`src/rtl/add_share_sched_if.sv`:
```
// Handshake bundle between the requester front-ends and the shared-adder scheduler.
// The master side offers operands and consumes results; the slave side is the scheduler.
interface add_share_sched_if #(
  parameter int NREQ  = 4,
  parameter int WIDTH = 8,
  parameter int IDW   = $clog2(NREQ)
);
  logic [NREQ-1:0]       req_valid;
  logic [NREQ-1:0]       req_ready;
  logic [NREQ*WIDTH-1:0] req_a;
  logic [NREQ*WIDTH-1:0] req_b;
  logic                  res_valid;
  logic                  res_ready;
  logic [WIDTH-1:0]      res_sum;
  logic                  res_carry;
  logic [IDW-1:0]        res_id;
  logic                  busy;

  modport master (
    output req_valid, req_a, req_b, res_ready,
    input  req_ready, res_valid, res_sum, res_carry, res_id, busy
  );

  modport slave (
    input  req_valid, req_a, req_b, res_ready,
    output req_ready, res_valid, res_sum, res_carry, res_id, busy
  );
endinterface

```
`src/rtl/add_share_sched.sv`:
```
// Round-robin scheduler time-sharing one WIDTH-bit adder among NREQ requesters.
// state  | meaning
// IDLE   | pick a round-robin winner, accept its operands on this edge
// CALC   | register {carry,sum} of the latched operands
// RESULT | present tagged result until the consumer accepts it
module add_share_sched #(
  parameter int NREQ  = 4,
  parameter int WIDTH = 8,
  parameter int IDW   = $clog2(NREQ)
) (
  input logic             clk,
  input logic             rst,
  add_share_sched_if.slave bus
);

  typedef enum logic [1:0] {
    IDLE   = 2'd0,
    CALC   = 2'd1,
    RESULT = 2'd2
  } state_t;

  state_t           state;
  logic [IDW-1:0]   last;
  logic [WIDTH-1:0] op_a;
  logic [WIDTH-1:0] op_b;
  logic [IDW-1:0]   op_id;

  logic [WIDTH-1:0] a_arr [NREQ];
  logic [WIDTH-1:0] b_arr [NREQ];
  logic             found;
  logic [IDW-1:0]   winner;
  logic [IDW-1:0]   cand;

  always_comb begin
    for (int i = 0; i < NREQ; i++) begin
      a_arr[i] = bus.req_a[i*WIDTH +: WIDTH];
      b_arr[i] = bus.req_b[i*WIDTH +: WIDTH];
    end
  end

  // Search starts one past the last served requester, wrapping at NREQ.
  always_comb begin
    found  = 1'b0;
    winner = '0;
    cand   = '0;
    for (int k = 1; k <= NREQ; k++) begin
      cand = IDW'((int'(last) + k) % NREQ);
      if (!found && bus.req_valid[cand]) begin
        found  = 1'b1;
        winner = cand;
      end
    end
  end

  always_comb begin
    bus.req_ready = '0;
    if (!rst && state == IDLE && found)
      bus.req_ready[winner] = 1'b1;
  end

  always_ff @(posedge clk or posedge rst) begin
    if (rst) begin
      state         <= IDLE;
      last          <= IDW'(NREQ - 1);
      op_a          <= '0;
      op_b          <= '0;
      op_id         <= '0;
      bus.res_valid <= 1'b0;
      bus.res_sum   <= '0;
      bus.res_carry <= 1'b0;
      bus.res_id    <= '0;
      bus.busy      <= 1'b0;
    end else begin
      case (state)
        IDLE: begin
          if (found) begin
            op_a     <= a_arr[winner];
            op_b     <= b_arr[winner];
            op_id    <= winner;
            state    <= CALC;
            bus.busy <= 1'b1;
          end
        end
        CALC: begin
          {bus.res_carry, bus.res_sum} <= {1'b0, op_a} + {1'b0, op_b};
          bus.res_id    <= op_id;
          bus.res_valid <= 1'b1;
          state         <= RESULT;
        end
        RESULT: begin
          if (bus.res_ready) begin
            last          <= bus.res_id;
            bus.res_valid <= 1'b0;
            bus.busy      <= 1'b0;
            state         <= IDLE;
          end
        end
        default: begin
          state         <= IDLE;
          bus.res_valid <= 1'b0;
          bus.busy      <= 1'b0;
        end
      endcase
    end
  end

endmodule
```
`src/flat_wrapper.sv`:
```
// flat-port wrapper written by rule: the top's interface ports become plain ports
module add_share_sched_flat 
#(
  parameter int NREQ  = 4,
  parameter int WIDTH = 8,
  parameter int IDW   = $clog2(NREQ)
)
  (clk, rst, bus_req_valid, bus_req_a, bus_req_b, bus_res_ready, bus_req_ready, bus_res_valid, bus_res_sum, bus_res_carry, bus_res_id, bus_busy);
  add_share_sched_if #(.NREQ(NREQ), .WIDTH(WIDTH), .IDW(IDW)) bus_i ();
  input logic clk;
  input logic rst;
  input wire logic [$bits(bus_i.req_valid)-1:0] bus_req_valid;
  input wire logic [$bits(bus_i.req_a)-1:0] bus_req_a;
  input wire logic [$bits(bus_i.req_b)-1:0] bus_req_b;
  input wire logic [$bits(bus_i.res_ready)-1:0] bus_res_ready;
  output wire logic [$bits(bus_i.req_ready)-1:0] bus_req_ready;
  output wire logic [$bits(bus_i.res_valid)-1:0] bus_res_valid;
  output wire logic [$bits(bus_i.res_sum)-1:0] bus_res_sum;
  output wire logic [$bits(bus_i.res_carry)-1:0] bus_res_carry;
  output wire logic [$bits(bus_i.res_id)-1:0] bus_res_id;
  output wire logic [$bits(bus_i.busy)-1:0] bus_busy;
  assign bus_i.req_valid = bus_req_valid;
  assign bus_i.req_a = bus_req_a;
  assign bus_i.req_b = bus_req_b;
  assign bus_i.res_ready = bus_res_ready;
  assign bus_req_ready = bus_i.req_ready;
  assign bus_res_valid = bus_i.res_valid;
  assign bus_res_sum = bus_i.res_sum;
  assign bus_res_carry = bus_i.res_carry;
  assign bus_res_id = bus_i.res_id;
  assign bus_busy = bus_i.busy;
  add_share_sched #(.NREQ(NREQ), .WIDTH(WIDTH), .IDW(IDW)) u_core (.clk(clk), .rst(rst), .bus(bus_i));
endmodule
```
`config.mk`:
```
export PLATFORM = sky130hd
export DESIGN_NAME = add_share_sched_flat
export DESIGN_NICKNAME = d
export VERILOG_FILES = /design/src/rtl/add_share_sched_if.sv /design/src/rtl/add_share_sched.sv /design/src/flat_wrapper.sv
export SDC_FILE = /design/constraint.sdc
export NUM_CORES = 1
export LEC_CHECK = 0
export ABC_AREA = 1
export CORE_MARGIN = 3
export CORE_UTILIZATION = 42
export DETAILED_ROUTE_END_ITERATION = 12
export PLACE_DENSITY = 0.86
export SLEW_MARGIN = 20
export SYNTH_ARGS = -nofsm -noshare
export SYNTH_HDL_FRONTEND = slang
export SYNTH_SLANG_ARGS = --single-unit
```
`constraint.sdc`:
```
create_clock -name clk -period 1.8 [get_ports clk]
set_input_delay 0.27 -clock clk [delete_from_list [all_inputs] [get_ports clk]]
set_output_delay 0.27 -clock clk [all_outputs]
set_load 0.02 [all_outputs]
```
==> results.md <==
- Internal power: 4.117 mW
- DR vias/cell: 5.005
- Top-count cell post-synth: nand2_1
- Synth top area cells: dfrtp_1 (32%), nand2_1 (31%), nand3_1 (7.0%)
- Final Setup Violations: 26
- Drt first pass iters: 5
- Main flop type after synthesis: dfrtp_1
- Mean Syn Cell Area: 6.473 sq um
- Antenna Cells: 0
- Critical Path Fanout Max: 8
- Largest net degree at the start of global routing: 36
- CTS Buf Count: 5
- Area of the mapped netlist: 2570 sq um
- Worst Path Arrival: 2190 ps
- Nets: 583
- Most frequent CP cell: nand2_2
- Power per cell area: 2179 nW/um^2
- Reg clk slew, reported paths: 70 ps
- Die height: 84.23 microns
- Initial DRC count: 185
- Placed wire-length estimate: 5431 microns
- Yosys warns: 0
- Commonest cells post-synth: nand2_1 (215), nand3_1 (36), dfrtp_1 (33), inv_1 (16), o21ai_0 (16)
- Layout cells sized above 1: 0.1885
- Die Area: 7094 sq um
- Psw: 4.472 mW
- Sequential power share: 0.173
- Slew margin rel.: 0.7189
- FF-to-FF path depth: 17
- Clk_lat worst skew: 280 ps
- Final Hold Fails: 0
- Clock Tree Buf Depth: 2
- Crit-path cells: nand2_1, nand2_2, nand2_1, nand2_2, inv_1, nand3b_1, nand2_2, inv_4, nand2_8, nor3_4, buf_6
- Post-synthesis async set-or-reset flop share: 1.000
- First-pass GRT wire length: 11940 microns
- Switching share of power: 0.5207
- Port Buffers: 87
- Via count: 2883
- Failing checks: setup timing
- Worst hold stages: 2
- Avg WL per Cell: 13.15 microns
- Worst endpoint required time: 1530 ps
- Max frequency: 406.0 MHz
- Leak Pwr: 2.004 nW
- CTS tree: built
- Sequential area share after synthesis: 0.3418
- Crit path time final: 2463 ps
- Distinct cell type count of the synthesized netlist: 30
- Clock root cell: clkbuf_8
- Vias in the first global route: 2660
- Worst setup margin: -663.3 ps
- Clock sinks: 35
- HP Class: reg -> reg
- Post-Syn Instances: 397
- Tightest Pin Transition: 421.6 ps
- Slowest stage delay, CP: 690 ps
- Crit path launch type: flip-flop
- Initial Util: 0.4501
- Core Area: 5709 sq um
- Initial antenna violation count: 0
- Crit-path slowest cell: dfstp_2
- Clock share of power: 0.071
- Drt drc: 0
- Die X-Extent: 84.23 microns
- Max Clock Skew: 2.973 ps
- Final Cycle Share: 1.369
- Synth top area share: 0.3213
- GPL Wtd Cong: 0.9081
- Number of synthesized flops with an enable pin: 0
- Crit Path Class: reg -> out
- Max H-tree Level: 2
- Number of I/O pins: 88
- Syn nets: 477
- FF+latch count, synth: 35
- Routed Antenna Nets: 0
- Site Rows: 27
- RSZ-0062 raised after global routing: true
- Cell Count, Final, Fillers Out: 576
- Final WL: 7575 microns
- Grt ovf: 0
- Slew Limit Fails: 0
- Worst Setup End Kind: primary output
- Max cap viols: 0
- GRT Total Usage: 0.2041
- P&R area growth vs syn: 53.36%
- Logic gate share of total power: 0.756
- VDD IR max: 0.9493 mV
- Run status: finished with violations
- Setup TNS: -10010 ps
- Leading area contributor after synthesis: dfrtp_1
- Placed cells: 560
[cell families after synthesis]
group / after synthesis / synth area share
AND/OR/NAND/NOR: 283 / 0.4630
buffers and inverters: 39 / 0.08179
flip-flops: 35 / 0.3418
AO/OA/AOI/OAI: 29 / 0.05988
adder cells (fa/ha/maj): 9 / 0.04674
XOR/XNOR: 2 / 0.006817
[per-stage QoR]
stage	area, sq um	utilization	hold slack [ps]	worst slack (ps)	total power [mW]
after floorplan	2666	-	452.8	-260.0	5.798
after global placement	3660	0.6410	455.8	-751.0	7.130
after detailed placement	3660	0.6410	460.6	-845.8	7.284
after CTS	3835	0.6717	476.9	-569.9	8.174
after global routing	3941	0.6903	501.2	-776.4	9.372
final	3941	0.6903	470.8	-663.3	8.589
[layout make-up]
class / count / area (sq um)
clock buffers: 8 / 100.1
fillers: 453 / 1768
inverters: 21 / 96.34
multi-input cells: 323 / 1660
flip-flops and latches: 35 / 878.3
well taps: 72 / 90.09
repair buffers: 117 / 1116
[sequential cells by signal, indices dropped and copies added (netlist names)]
register,count
u_core.op_a,8
u_core.bus.res_valid,1
u_core.last,2
u_core.bus.busy,1
u_core.bus.res_id,2
u_core.op_id,2
u_core.op_b,8
u_core.bus.res_carry,1
u_core.state,2
u_core.bus.res_sum,8
[critical path: cells and delay by family, from the launching register on]
family        cells  cell delay (ps)
buf+inv           3              310
flops             1              690
simple gates      8              900
[repair_timing]
action / CTS / global route
pin swaps: 15 / 8
gates resized for setup: 40 / 19
gates cloned: 0 / 0
setup buffers: 5 / 4
setup endpoints to repair: 25 / 28
hold buffers: 0 / 0
[layer usage]
metal,share of wire,up-vias,wire length (microns),GRT usage
li1,-,1462,-,-
met1,0.42,1314,3198,0.2524
met2,0.50,90,3777,0.3587
met3,0.055,17,419,0.03533
met4,0.024,0,181,0.06725
met5,0,-,0,0
[cell usage in the layout, fill, tap and decap left out]
master	count
buf_6	8
nand3_1	35
clkdlybuf4s50_1	83
ha_4	1
nand2_2	19
o21ai_1	4
a31oi_4	1
nand2_1	198
clkbuf_8	7
a31oi_1	1
a21oi_2	3
dfstp_2	2
nand4_1	2
dfrtp_1	33
buf_4	26
clkbuf_1	1
ha_1	6
a21oi_1	5
o21ai_2	2
nand3b_1	2
inv_1	15
inv_8	1
nor3_4	4
xnor2_1	2
nand2_8	2
nor2_2	2
inv_4	4
o21ai_0	11
o21a_1	1
or2_2	2
fa_2	1
o221ai_1	1
inv_2	1
nor2_1	8
nor2_4	1
nand3_2	2
ha_2	1
nor3_1	1
nand2_4	5
[power by group through the flow]
stage | clock (mW) | combinational [mW] | sequential (mW)
after floorplan | 0 | 4.24 | 1.56
after global placement | 0 | 5.68 | 1.45
after detailed placement | 0 | 5.81 | 1.47
after CTS | 0.620 | 6.09 | 1.46
after global routing | 0.653 | 7.19 | 1.53
final | 0.614 | 6.49 | 1.48
[path summary, 6_finish.rpt]
check                           slack, ps             startpoint                     to
max in group asynchronous             880                    rst         u_core.last[0]
worst max register to register       -480         u_core.last[0]         u_core.op_a[1]
worst max-delay path                 -660         u_core.last[0]       bus_req_ready[2]
worst min-delay path                  470  u_core.bus.res_sum[0]  u_core.bus.res_sum[0]
min in group asynchronous             590                    rst   u_core.bus.res_valid
worst min register to register        470  u_core.bus.res_sum[0]  u_core.bus.res_sum[0]
(Power assumes the default switching activity.)
